File: config.mk
export PLATFORM = sky130hd
export DESIGN_NAME = pixel_write_arbiter
export DESIGN_NICKNAME = d
export VERILOG_FILES = /design/src/rtl/pixel_write_arbiter.sv
export SDC_FILE = /design/constraint.sdc
export NUM_CORES = 1
export LEC_CHECK = 0
export BUFFER_PORTS_ARGS = -buffer_cell sky130_fd_sc_hd__buf_2
export CAP_MARGIN = 20
export CORE_MARGIN = 2
export CORE_UTILIZATION = 42
export CTS_BUF_LIST = sky130_fd_sc_hd__clkbuf_16
export DETAILED_ROUTE_END_ITERATION = 10
export PLACE_DENSITY = 0.79
export SETUP_SLACK_MARGIN = 0.2
export SYNTH_ARGS = -nofsm -noshare
export SYNTH_HDL_FRONTEND = slang
export SYNTH_SLANG_ARGS = --single-unit
File: constraint.sdc
create_clock -name clk -period 1.8 [get_ports clk]
set_clock_uncertainty 0.1 [all_clocks]
set_input_delay 0.09 -clock clk [delete_from_list [all_inputs] [get_ports clk]]
set_output_delay 0.09 -clock clk [all_outputs]
set_load 0.005 [all_outputs]
File: src/rtl/pixel_write_arbiter.sv
// Two-port round-robin pixel write arbiter with double-buffer flip sequencing.
// Define CLEAR_FRAME_EN to blank all 128 pixels at the start of every frame.
module pixel_write_arbiter (
  input  logic        clk,
  input  logic        rst,
  input  logic        req0,
  input  logic [3:0]  x0,
  input  logic [2:0]  y0,
  input  logic [23:0] rgb0,
  output logic        ack0,
  input  logic        req1,
  input  logic [3:0]  x1,
  input  logic [2:0]  y1,
  input  logic [23:0] rgb1,
  output logic        ack1,
  input  logic        done0,
  input  logic        done1,
  output logic [3:0]  x,
  output logic [2:0]  y,
  output logic        valid,
  output logic [7:0]  red,
  output logic [7:0]  green,
  output logic [7:0]  blue,
  output logic        flip,
  input  logic        flip_done,
  output logic        busy
);

`ifdef CLEAR_FRAME_EN
  typedef enum logic [1:0] {S_CLEAR, S_DRAW, S_FLIP, S_WAIT_FLIP} state_t;
  localparam state_t FRAME_START = S_CLEAR;
  logic [6:0] clr_addr_q;
`else
  typedef enum logic [1:0] {S_DRAW, S_FLIP, S_WAIT_FLIP} state_t;
  localparam state_t FRAME_START = S_DRAW;
`endif
  localparam logic START_BUSY = (FRAME_START != S_DRAW);

  state_t      state_q;
  logic        ack0_q, ack1_q, valid_q, flip_q, busy_q;
  logic [3:0]  x_q;
  logic [2:0]  y_q;
  logic [23:0] rgb_q;
  logic        flag0_q, flag1_q, flag0_d, flag1_d;
  logic        rr_q, rr_d;
  logic        elig0, elig1, gnt0, gnt1;

  // A port acked this cycle is ineligible next cycle so a held req is not written twice.
  always_comb begin
    elig0 = req0 & ~ack0_q;
    elig1 = req1 & ~ack1_q;
    gnt0  = 1'b0;
    gnt1  = 1'b0;
    if (state_q == S_DRAW) begin
      if (elig0 && elig1) begin
        gnt0 = ~rr_q;
        gnt1 = rr_q;
      end else begin
        gnt0 = elig0;
        gnt1 = elig1;
      end
    end
    rr_d = rr_q;
    if (gnt0)      rr_d = 1'b1;
    else if (gnt1) rr_d = 1'b0;
  end

  // Done pulses win over the flip_done clear so a finish that races the swap is kept.
  always_comb begin
    flag0_d = flag0_q;
    flag1_d = flag1_q;
    if (state_q == S_WAIT_FLIP && flip_done) begin
      flag0_d = 1'b0;
      flag1_d = 1'b0;
    end
    if (done0) flag0_d = 1'b1;
    if (done1) flag1_d = 1'b1;
  end

  always_ff @(posedge clk) begin
    if (rst) begin
      state_q <= FRAME_START;
      ack0_q  <= 1'b0;
      ack1_q  <= 1'b0;
      valid_q <= 1'b0;
      flip_q  <= 1'b0;
      busy_q  <= START_BUSY;
      x_q     <= '0;
      y_q     <= '0;
      rgb_q   <= '0;
      flag0_q <= 1'b0;
      flag1_q <= 1'b0;
      rr_q    <= 1'b0;
`ifdef CLEAR_FRAME_EN
      clr_addr_q <= '0;
`endif
    end else begin
      ack0_q  <= gnt0;
      ack1_q  <= gnt1;
      valid_q <= 1'b0;
      flip_q  <= 1'b0;
      flag0_q <= flag0_d;
      flag1_q <= flag1_d;
      rr_q    <= rr_d;
      case (state_q)
`ifdef CLEAR_FRAME_EN
        S_CLEAR: begin
          valid_q    <= 1'b1;
          x_q        <= clr_addr_q[3:0];
          y_q        <= clr_addr_q[6:4];
          rgb_q      <= '0;
          clr_addr_q <= clr_addr_q + 7'd1;
          if (clr_addr_q == 7'd127) begin
            state_q <= S_DRAW;
            busy_q  <= 1'b0;
          end
        end
`endif
        S_DRAW: begin
          if (gnt0) begin
            valid_q <= 1'b1;
            x_q     <= x0;
            y_q     <= y0;
            rgb_q   <= rgb0;
          end else if (gnt1) begin
            valid_q <= 1'b1;
            x_q     <= x1;
            y_q     <= y1;
            rgb_q   <= rgb1;
          end else if (flag0_q && flag1_q) begin
            state_q <= S_FLIP;
            flip_q  <= 1'b1;
            busy_q  <= 1'b1;
          end
        end
        S_FLIP: state_q <= S_WAIT_FLIP;
        S_WAIT_FLIP: begin
          if (flip_done) begin
            state_q <= FRAME_START;
            busy_q  <= START_BUSY;
          end
        end
        default: state_q <= FRAME_START;
      endcase
    end
  end

  assign ack0  = ack0_q;
  assign ack1  = ack1_q;
  assign valid = valid_q;
  assign flip  = flip_q;
  assign busy  = busy_q;
  assign x     = x_q;
  assign y     = y_q;
  assign red   = rgb_q[23:16];
  assign green = rgb_q[15:8];
  assign blue  = rgb_q[7:0];

endmodule

==> qor.txt, run 1 <==
CRITICAL PATH
---------------------------------------------------------------------------------
Largest fanout of any net on the critical path                                 13
Worst EP arrival                                                          1.72 ns
Reg-to-Reg Start                                                       state_q[0]
Setup slack on the worst flop-to-flop path                                0.15 ns
Cell depth of the worst flop-to-flop path                                       5
Critical path capture point type                                             flop
R2R Path End                                                             rgb_q[3]
Type of the worst setup path                                              reg2reg
Data required time of the worst path                                      1.86 ns
Worst Setup Start Kind                                                       flop

FINAL LAYOUT
---------------------------------------------------------------------------------
Area growth from synthesis to final layout                                  70.4%
Layout net count                                                              362
Storage element area                                                      822 um2
Final design utilization                                                    76.4%
Area taken by multi-input logic gates                                     762 um2
Proportion of layout cells with a drive suffix above 1                      43.9%
Final non-filler cell area                                            0.00286 mm2
Count of inserted antenna diode cells                                           0
Total of fill cells in the finished design                                    275

GRT
---------------------------------------------------------------------------------
Overall track demand over capacity in global routing                        23.3%
Vias in the first global route                                               1761
First-pass GRT wire length                                                7.72 mm
Number of antenna violations at the first check in global routing               0
Met2 Usage GRT                                                              43.8%
Overflow left after global routing                                              0
GR Util met3                                                                7.17%
Global routing met1 resource utilization                                    24.3%
Busiest layer in global routing                                              met2
Largest net degree at the start of global routing                              27

MIN PATH
---------------------------------------------------------------------------------
Hold Path Depth                                                                 3
Startpoint of the most critical hold path                                 rgb0[8]
Terminating pin of the worst hold path                                   rgb_q[8]
Worst hold path class                                                      in2reg

SYNTH
---------------------------------------------------------------------------------
Cells after Synth                                                             145
Synth Register Bits                                                            41
Total nets after synthesis                                                    214
Portion of synthesized cell area occupied by the leading cell type          48.9%
Total number of yosys warnings                                                  0
Post-synth ARST share                                                          0%
Portion of the post-synthesis area used by sequential elements              48.9%
Cell taking the most area after synthesis                            sky130_fd_sc_hd__dfxtp_1
Post-Synthesis Mean Instance Area                                        11.6 um2
Cell with the most instances after synthesis                         sky130_fd_sc_hd__dfxtp_1
Synth top area cells                                                 sky130_fd_sc_hd__dfxtp_1 (49%), sky130_fd_sc_hd__mux2i_1 (18%), sky130_fd_sc_hd__o2bb2ai_1 (16%)
Commonest cells post-synth                                           sky130_fd_sc_hd__dfxtp_1 (41), sky130_fd_sc_hd__mux2i_1 (31), sky130_fd_sc_hd__o2bb2ai_1 (31), sky130_fd_sc_hd__nor2_1 (9), sky130_fd_sc_hd__a21oi_1 (6)
Top flip-flop cell by instance count after synthesis                 sky130_fd_sc_hd__dfxtp_1
Count of flip-flops with a built-in enable after synthesis                      0
Post-synthesis cell type count                                                 22
Netlist Area Pre-Place                                                0.00168 mm2

PLACED DESIGN
---------------------------------------------------------------------------------
RD Place Congestion                                                         0.736
Total of buffers placed on input and output ports                             104
Area after detailed placement                                         0.00220 mm2
Post-detailed-placement half-perimeter wirelength                         2.97 mm

ROUTING
---------------------------------------------------------------------------------
Drt first pass iters                                                            5
DRC errors left                                                                 0
Wire length reported by the detailed router                               5.34 mm
Via total after detailed routing                                             1692
Via density per instance                                                     4.95
Iteration-0 DRC Markers                                                        86
Average detailed-routed wire length per instance                          15.6 um
Post-route antenna net violation count                                          0

POWER
---------------------------------------------------------------------------------
PwrDens                                                                875 mW/mm2
Static Leak                                                            0.00142 uW
Final total power                                                         2500 uW
Worst voltage drop across the vdd grid                                   0.555 mV

CLOCKING
---------------------------------------------------------------------------------
Clock transition at the registers of the reported paths                   0.06 ns
Worst skew pair latency                                                   0.28 ns
Clock sink count                                                               41
Clock buffers created by TritonCTS                                              5
CTS root buf                                                         sky130_fd_sc_hd__clkbuf_16
Maximum buffer depth of the clock tree                                          2
H-tree levels                                                                   2
Clock tree from TritonCTS                                                   built

DIE
---------------------------------------------------------------------------------
Placement Rows                                                                 22
Starting density of the core                                                44.8%
Number of top-level design ports                                              105
Die height                                                                67.2 um
Area of the placeable core                                            0.00374 mm2
Horiz. Die Dim                                                            67.2 um
Die area                                                              0.00452 mm2

STA
---------------------------------------------------------------------------------
Pin slew with the least headroom to its limit                            0.400 ns
Max-slew violation total from the final report                                  0
Count of endpoints failing hold in the final timing report                      1
Setup TNS                                                                    0 ns
Worst rel slew slack                                                        73.3%
Number of failing setup endpoints in the final timing report                    0
Share of the clock period used by the worst path                            91.9%
Time the final worst path needs with I/O delays and setup                 1.65 ns
Maximum clock rate                                                      0.604 GHz
Min Hold Slack                                                        -0.00482 ns
Unrepaired setup endpoints after global routing                              true

RUN STATUS
---------------------------------------------------------------------------------
Violated checks                                                       hold timing
Status                                                               complete, but fails checks

RUN
---------------------------------------------------------------------------------
Maximum Capacitance Violations                                                  0

## critical path, stage by stage, from the launching register on
cell and delay (ns):
sky130_fd_sc_hd__dfxtp_2 0.34, sky130_fd_sc_hd__or2_4 0.26, sky130_fd_sc_hd__a311o_2 0.38, sky130_fd_sc_hd__clkbuf_16 0.21, sky130_fd_sc_hd__mux2i_1 0.17, sky130_fd_sc_hd__o2bb2ai_1 0.08
## timing repair
action,4_1_cts,5_1_grt
endpoints found under the setup margin,31,31
pin swaps,0,0
buffers inserted,2,0
endpoints found under the hold margin,24,1
hold buffers,39,2
cloned,0,1
resized for setup,3,7
## cells by family after synthesis
kind of cell | share of synthesized area, %
AO/OA/AOI/OAI | 18.9
multiplexers | 18.5
AND/OR/NAND/NOR | 5.89
flip-flops | 48.9
buffers and inverters | 7.83
## placed cells by master, fill, tap and decap left out, types with 2 or more instances in the layout
cell type and n:
sky130_fd_sc_hd__inv_1 4, sky130_fd_sc_hd__mux2i_1 29, sky130_fd_sc_hd__buf_2 104, sky130_fd_sc_hd__nor2_1 8, sky130_fd_sc_hd__dfxtp_1 40, sky130_fd_sc_hd__buf_6 2, sky130_fd_sc_hd__mux2i_2 2, sky130_fd_sc_hd__o2bb2ai_1 30
sky130_fd_sc_hd__dlygate4sd3_1 41, sky130_fd_sc_hd__buf_4 3, sky130_fd_sc_hd__a21oi_1 5, sky130_fd_sc_hd__buf_12 2, sky130_fd_sc_hd__clkbuf_16 6
## where the power goes
part	leakage [uW]	internal, uW	total (uW)	switching (uW)
sequential	0.000340	990	1030	42.8
combinational	0.00100	287	497	211
clock	0.0000826	643	971	328
## layer usage
| metal | wire, um | vias up | part of all wire, % |
|---|---|---|---|
| met4 | 90 | 0 | 1.7 |
| met2 | 2750 | 89 | 51 |
| li1 | - | 830 | - |
| met1 | 2130 | 762 | 40 |
| met5 | 0 | - | 0 |
| met3 | 380 | 11 | 7.1 |
## stage by stage
stage	setup slack, ns	cells
global route	0.106	342
detailed placement	0.142	290
global placement	0.174	290
finish	0.146	342
CTS	0.160	339
floorplan	0.257	145
## state kept, by name (all words and copies together) (netlist names)
signal and cells:
rgb_q 24, x 4, y 3, state_q 2, ack0 1, ack1 1
busy 1, flag0_q 1, flag1_q 1, flip 1, rr_q 1, valid 1
## how the worst max path moves through the flow
stage,slack (ns),from,endpoint,cells past startpoint
4_1_cts,0.16,state_q[0],rgb_q[1],5
3_3_place_gp,0.17,state_q[0],x[2],5
3_5_place_dp,0.14,state_q[0],rgb_q[1],5
5_1_grt,0.11,state_q[1],rgb_q[19],5
2_1_floorplan,0.26,state_q[0],rgb_q[17],6
6_report,0.15,state_q[0],rgb_q[3],5
## layout make-up
cell class / count / area share, %
Clock buffer: 5 / 4.38
Clock inverter: 3 / 1.31
Inverter: 3 / 0.394
Multi-Input combinational cell: 89 / 26.7
Sequential cell: 41 / 28.8
Tap cell: 48 / 2.10
Timing Repair Buffer: 153 / 36.4
Power figures use the tool's default switching activity.
==> inputs of run 2 (changes only) <==
==> constraint.sdc (replaced) <==
create_clock -name clk -period 1.8 [get_ports clk]
set_clock_uncertainty 0.1 [all_clocks]
set_input_delay 0.36 -clock clk [delete_from_list [all_inputs] [get_ports clk]]
set_output_delay 0.36 -clock clk [all_outputs]
set_load 0.005 [all_outputs]
==> qor.txt, run 2 (synthesized netlist as in run 1, its figures left out) <==
RUN STATUS
--------------------------------------------------------------------------------
Status                                                              finished clean

STA
--------------------------------------------------------------------------------
Max-slew violation total from the final report                                 0   unchanged
Number of failing setup endpoints in the final timing report                   0   unchanged
Maximum clock rate                                                     0.607 GHz   +0.36%
Count of endpoints failing hold in the final timing report                     0   -1
Worst rel slew slack                                                       77.8%   +4.5 points
Setup TNS                                                                   0 ns   unchanged
Pin slew with the least headroom to its limit                           0.333 ns   -0.0668 ns
Unrepaired setup endpoints after global routing                             true
Time the final worst path needs with I/O delays and setup                1.65 ns   -0.00593 ns
Share of the clock period used by the worst path                           91.6%   -0.33 points

FINAL LAYOUT
--------------------------------------------------------------------------------
Register name with the most flops                                          rgb_q
Most common cell after layout, fill and taps aside                  sky130_fd_sc_hd__buf_2
Proportion of layout cells with a drive suffix above 1                     50.2%   +6.3 points
Final design utilization                                                   63.5%   -13 points
Most frequent cells in the layout                                   sky130_fd_sc_hd__buf_2 (104), sky130_fd_sc_hd__dfxtp_1 (40), sky130_fd_sc_hd__mux2i_1 (30), sky130_fd_sc_hd__o2bb2ai_1 (30), sky130_fd_sc_hd__nor2_1 (8)
Layout net count                                                             319   -12%
Count of inserted antenna diode cells                                          0   unchanged
Area growth from synthesis to final layout                                 41.8%
Flip-flop count of the largest register after layout                          24   unchanged

CLOCKING
--------------------------------------------------------------------------------
H-tree levels                                                                  2   unchanged
Worst skew pair latency                                                  0.27 ns   about the same
Number of hold buffers added after CTS                                         0   -100%
Clock buffers created by TritonCTS                                             5   unchanged
Clock tree from TritonCTS                                                  built
Maximum buffer depth of the clock tree                                         2   unchanged
CTS root buf                                                        sky130_fd_sc_hd__clkbuf_16
Clock transition at the registers of the reported paths                  0.05 ns   about the same
Buffers inserted by post-CTS timing repair                                     0   -2
Clock sink count                                                              41   unchanged

DIE
--------------------------------------------------------------------------------
Starting density of the core                                               44.8%   unchanged
Placement Rows                                                                22   unchanged
Die height                                                               67.2 um   unchanged
Area of the placeable core                                           0.00374 mm2   unchanged
Number of top-level design ports                                             105   unchanged
Horiz. Die Dim                                                           67.2 um   unchanged
Die area                                                             0.00452 mm2   unchanged

ROUTING
--------------------------------------------------------------------------------
Via density per instance                                                    4.99   +0.79%
Via total after detailed routing                                            1491   -12%
Average detailed-routed wire length per instance                         12.9 um   -17%
Drt first pass iters                                                           4   -1
Iteration-0 DRC Markers                                                       36   -58%
Post-route antenna net violation count                                         0   unchanged
DRC errors left                                                                0   unchanged
Wire length reported by the detailed router                              3.87 mm   -28%

CRITICAL PATH
--------------------------------------------------------------------------------
Data required time of the worst path                                     1.86 ns   about the same
Worst Setup Start Kind                                                      flop
Critical path capture point type                                            flop
Worst EP arrival                                                         1.71 ns   about the same
Largest fanout of any net on the critical path                                25   +12
Type of the worst setup path                                             reg2reg

GRT
--------------------------------------------------------------------------------
Number of antenna violations at the first check in global routing              0   unchanged
Largest net degree at the start of global routing                             32   +19%
GR Util met3                                                               4.83%   -2.3 points
Overflow left after global routing                                             0   unchanged
Vias in the first global route                                              1466   -17%
Met2 Usage GRT                                                             32.5%   -11 points
Busiest layer in global routing                                             met2
Overall track demand over capacity in global routing                       18.3%   -5.0 points
First-pass GRT wire length                                               6.20 mm   -20%
Global routing met1 resource utilization                                   20.5%   -3.8 points

POWER
--------------------------------------------------------------------------------
PwrDens                                                               941 mW/mm2   +7.6%
Static Leak                                                           0.00123 uW   -14%
Worst voltage drop across the vdd grid                                  0.521 mV   -6.2%

PLACED DESIGN
--------------------------------------------------------------------------------
RD Place Congestion                                                        0.750   +2.0%
Post-detailed-placement half-perimeter wirelength                        2.86 mm   -3.7%
Total of buffers placed on input and output ports                            104   unchanged

RUN
--------------------------------------------------------------------------------
Maximum Capacitance Violations                                                 0   unchanged

MIN PATH
--------------------------------------------------------------------------------
Worst hold path class                                                     in2reg

## run 2: worst max-delay path: stages, from the launching register on
cell and delay (ns):
sky130_fd_sc_hd__dfxtp_2 0.33, sky130_fd_sc_hd__or2_4 0.27, sky130_fd_sc_hd__a311o_2 0.36, sky130_fd_sc_hd__buf_12 0.19
sky130_fd_sc_hd__mux2i_1 0.20, sky130_fd_sc_hd__o2bb2ai_1 0.08
## run 2: cell type report
type / count / area [um2]
clock inverters: 3 / 13.8
fillers: 344 / 1370
multi-input cells: 89 / 752
inverters: 3 / 11.3
flip-flops and latches: 41 / 822
clock buffers: 5 / 125
well taps: 48 / 60.1
repair buffers: 110 / 594
## run 2: worst paths after layout
kind	from	end	slack (ns)	cells past startpoint
worst min register to register	rgb_q[5]	rgb_q[5]	0.36	1
worst min-delay path	done0	flag0_q	0.21	3
worst max-delay path	state_q[0]	rgb_q[6]	0.15	5
worst max register to register	state_q[0]	rgb_q[6]	0.15	5
## run 2: routing by layer
| layer | wire length, um | vias to the layer above | part of all wire, % |
|---|---|---|---|
| li1 | - | 744 | - |
| met1 | 1570 | 674 | 41 |
| met2 | 1920 | 68 | 50 |
| met3 | 338 | 5 | 8.7 |
| met4 | 43 | 0 | 1.1 |
| met5 | 0 | - | 0 |
## run 2: per-stage QoR
step | setup slack (ns) | power (uW) | cells | area (um2) | hold WS, ns
2_1_floorplan | 0.257 | 1270 | 145 | 1680 | 0.351
3_3_place_gp | 0.185 | 1430 | 291 | 2210 | 0.340
3_5_place_dp | 0.153 | 1440 | 291 | 2210 | 0.341
4_1_cts | 0.142 | 2270 | 299 | 2360 | 0.198
5_1_grt | 0.0985 | 2370 | 299 | 2380 | 0.214
6_report | 0.152 | 2240 | 299 | 2380 | 0.213
## run 2: timing repair
| action | in CTS | in global routing |
|---|---|---|
| gates resized for setup | 3 | 3 |
| endpoints found under the setup margin | 23 | 31 |
| hold endpoints to repair | 0 | 0 |
## run 2: power breakdown
part	switching (uW)	internal [uW]	total, uW
combinational	176	217	394
sequential	39.7	990	1030
clock	313	502	815
==> inputs of run 3 (changes only) <==
--- a/config.mk
+++ b/config.mk
@@ -8,11 +8,11 @@
 export BUFFER_PORTS_ARGS = -buffer_cell sky130_fd_sc_hd__buf_2
 export CAP_MARGIN = 20
 export CORE_MARGIN = 2
-export CORE_UTILIZATION = 42
+export CORE_UTILIZATION = 45
 export CTS_BUF_LIST = sky130_fd_sc_hd__clkbuf_16
 export DETAILED_ROUTE_END_ITERATION = 10
-export PLACE_DENSITY = 0.79
-export SETUP_SLACK_MARGIN = 0.2
+export PLACE_DENSITY = 0.84
+export SETUP_SLACK_MARGIN = 0.02
 export SYNTH_ARGS = -nofsm -noshare
 export SYNTH_HDL_FRONTEND = slang
 export SYNTH_SLANG_ARGS = --single-unit
==> constraint.sdc (replaced) <==
create_clock -name clk -period 2 [get_ports clk]
set_clock_uncertainty 0.1 [all_clocks]
set_input_delay 0.4 -clock clk [delete_from_list [all_inputs] [get_ports clk]]
set_output_delay 0.4 -clock clk [all_outputs]
set_load 0.005 [all_outputs]
==> qor.txt, run 3 (synthesized netlist as in run 1, its figures left out) <==
RUN STATUS
--------------------------------------------------------------------------------
Status                                                              finished clean

FINAL LAYOUT
--------------------------------------------------------------------------------
Register name with the most flops                                          rgb_q
Area growth from synthesis to final layout                                 38.4%
Count of inserted antenna diode cells                                          0   unchanged
Final non-filler cell area                                           0.00232 mm2   -2.4%
Total of fill cells in the finished design                                   327   -4.9%
Flip-flop count of the largest register after layout                          24   unchanged
Area taken by multi-input logic gates                                    729 um2   -3.0%
Final cell count without fillers                                             297   -0.67%
Proportion of layout cells with a drive suffix above 1                     47.4%   -2.8 points
Storage element area                                                     821 um2   -0.15%
Most common cell after layout, fill and taps aside                  sky130_fd_sc_hd__buf_2
Layout net count                                                             317   -0.63%
Most frequent cells in the layout                                   sky130_fd_sc_hd__buf_2 (104), sky130_fd_sc_hd__dfxtp_1 (41), sky130_fd_sc_hd__mux2i_1 (31), sky130_fd_sc_hd__o2bb2ai_1 (31), sky130_fd_sc_hd__nor2_1 (8)

ROUTING
--------------------------------------------------------------------------------
Drt first pass iters                                                           4   unchanged
Wire length reported by the detailed router                              3.75 mm   -3.1%
DRC errors left                                                                0   unchanged
Post-route antenna net violation count                                         0   unchanged
Average detailed-routed wire length per instance                         12.6 um   -2.4%
Iteration-0 DRC Markers                                                       38   +5.6%
Via density per instance                                                    4.99   about the same
Via total after detailed routing                                            1482   -0.60%

GRT
--------------------------------------------------------------------------------
Largest net degree at the start of global routing                             34   +6.3%
Vias in the first global route                                              1478   +0.82%
First-pass GRT wire length                                               6.18 mm   -0.34%
Number of antenna violations at the first check in global routing              0   unchanged
Overall track demand over capacity in global routing                       18.8%   +0.54 points
Overflow left after global routing                                             0   unchanged

CLOCKING
--------------------------------------------------------------------------------
Worst skew pair latency                                                  0.27 ns   about the same
CTS root buf                                                        sky130_fd_sc_hd__clkbuf_16
Number of hold buffers added after CTS                                         0   unchanged
Clock tree from TritonCTS                                                  built
Clock transition at the registers of the reported paths                  0.06 ns   about the same
H-tree levels                                                                  2   unchanged
Clock sink count                                                              41   unchanged
Maximum buffer depth of the clock tree                                         2   unchanged
Number of resized instances in the post-cts repair step                        0   -3
Buffers inserted by post-CTS timing repair                                     0   unchanged
Clock buffers created by TritonCTS                                             5   unchanged

DIE
--------------------------------------------------------------------------------
Horiz. Die Dim                                                           65.1 um   -3.2%
Area of the placeable core                                           0.00363 mm2   -2.9%
Die area                                                             0.00423 mm2   -6.3%
Die height                                                               65.1 um   -3.2%
Placement Rows                                                                22   unchanged
Number of top-level design ports                                             105   unchanged
Starting density of the core                                               46.2%   +1.4 points

PLACED DESIGN
--------------------------------------------------------------------------------
Area after detailed placement                                        0.00218 mm2   -1.2%
RD Place Congestion                                                        0.676   -9.9%
Total of buffers placed on input and output ports                            104   unchanged
Post-detailed-placement half-perimeter wirelength                        2.92 mm   +2.2%
Cells after DPL                                                              289   -0.69%

STA
--------------------------------------------------------------------------------
Pin slew with the least headroom to its limit                           0.613 ns   +0.280 ns
Min Hold Slack                                                          0.239 ns   +0.0267 ns
Time the final worst path needs with I/O delays and setup                1.76 ns   +0.112 ns
Maximum clock rate                                                     0.568 GHz   -6.4%
Unrepaired setup endpoints after global routing                            false
Number of failing setup endpoints in the final timing report                   0   unchanged
Setup TNS                                                                   0 ns   unchanged
Share of the clock period used by the worst path                           88.0%   -3.6 points
Max-slew violation total from the final report                                 0   unchanged
Worst rel slew slack                                                       59.1%   -19 points
Count of endpoints failing hold in the final timing report                     0   unchanged

CRITICAL PATH
--------------------------------------------------------------------------------
Worst path max stage delay                                               0.48 ns   +0.12 ns
Largest fanout of any net on the critical path                                17   -32%
Data required time of the worst path                                     2.09 ns   +0.23 ns
Setup slack on the worst flop-to-flop path                               0.24 ns   +0.09 ns
Type of the worst setup path                                             reg2reg
Critical path capture point type                                            flop
Worst Setup Start Kind                                                      flop
Crit path max-delay cell type                                       sky130_fd_sc_hd__nor2_2
Worst EP arrival                                                         1.85 ns   +0.14 ns
CP cell instances                                                   nand2b_1 > a21oi_1 > nor2_2 > buf_4 > o2bb2ai_1

POWER
--------------------------------------------------------------------------------
Static Leak                                                           0.00120 uW   -2.1%
Worst voltage drop across the vdd grid                                  0.612 mV   +17%
PwrDens                                                               858 mW/mm2   -8.9%

MIN PATH
--------------------------------------------------------------------------------
Worst hold path class                                                     in2reg

RUN
--------------------------------------------------------------------------------
Maximum Capacitance Violations                                                 0   unchanged

## run 3: routing by layer
layer	vias up	wire (um)	track usage [%]
met5	-	0	0
met4	0	52	5.47
met3	7	409	7.12
met2	78	1740	33.8
met1	657	1550	20.5
li1	740	-	-
## run 3: where the power goes
group | switching [uW] | internal (uW)
Clock | 280 | 450
Combinational | 153 | 182
Sequential | 36.2 | 891
## run 3: final cells by class
type | count | area share [%]
flip-flops and latches | 41 | 35.3
repair buffers | 108 | 24.2
clock inverters | 3 | 0.539
multi-input cells | 89 | 31.4
inverters | 3 | 0.485
clock buffers | 5 | 5.39
well taps | 48 | 2.59
## run 3: path summary, 6_finish.rpt
kind	startpoint	endpoint	cells after the start
max	ack1	rgb_q[0]	5
min	done1	flag1_q	3
max reg2reg	ack1	rgb_q[0]	5
min reg2reg	rgb_q[14]	rgb_q[14]	1
## run 3: critical path, delay by kind of cell (launching register included)
kind	cells	cell delay, ns
and+or+nand+nor	2	0.64
AOI/OAI and AO/OA	2	0.24
DFF	1	0.36
buffers and inverters	1	0.33
## run 3: per-stage QoR
step	power [uW]	worst slack, ns	utilization (%)
2_1_floorplan	1140	0.457	-
3_3_place_gp	1280	0.168	60.1
3_5_place_dp	1290	0.113	60.1
4_1_cts	2020	0.219	63.9
5_1_grt	2100	0.111	63.9
6_report	1990	0.240	63.9
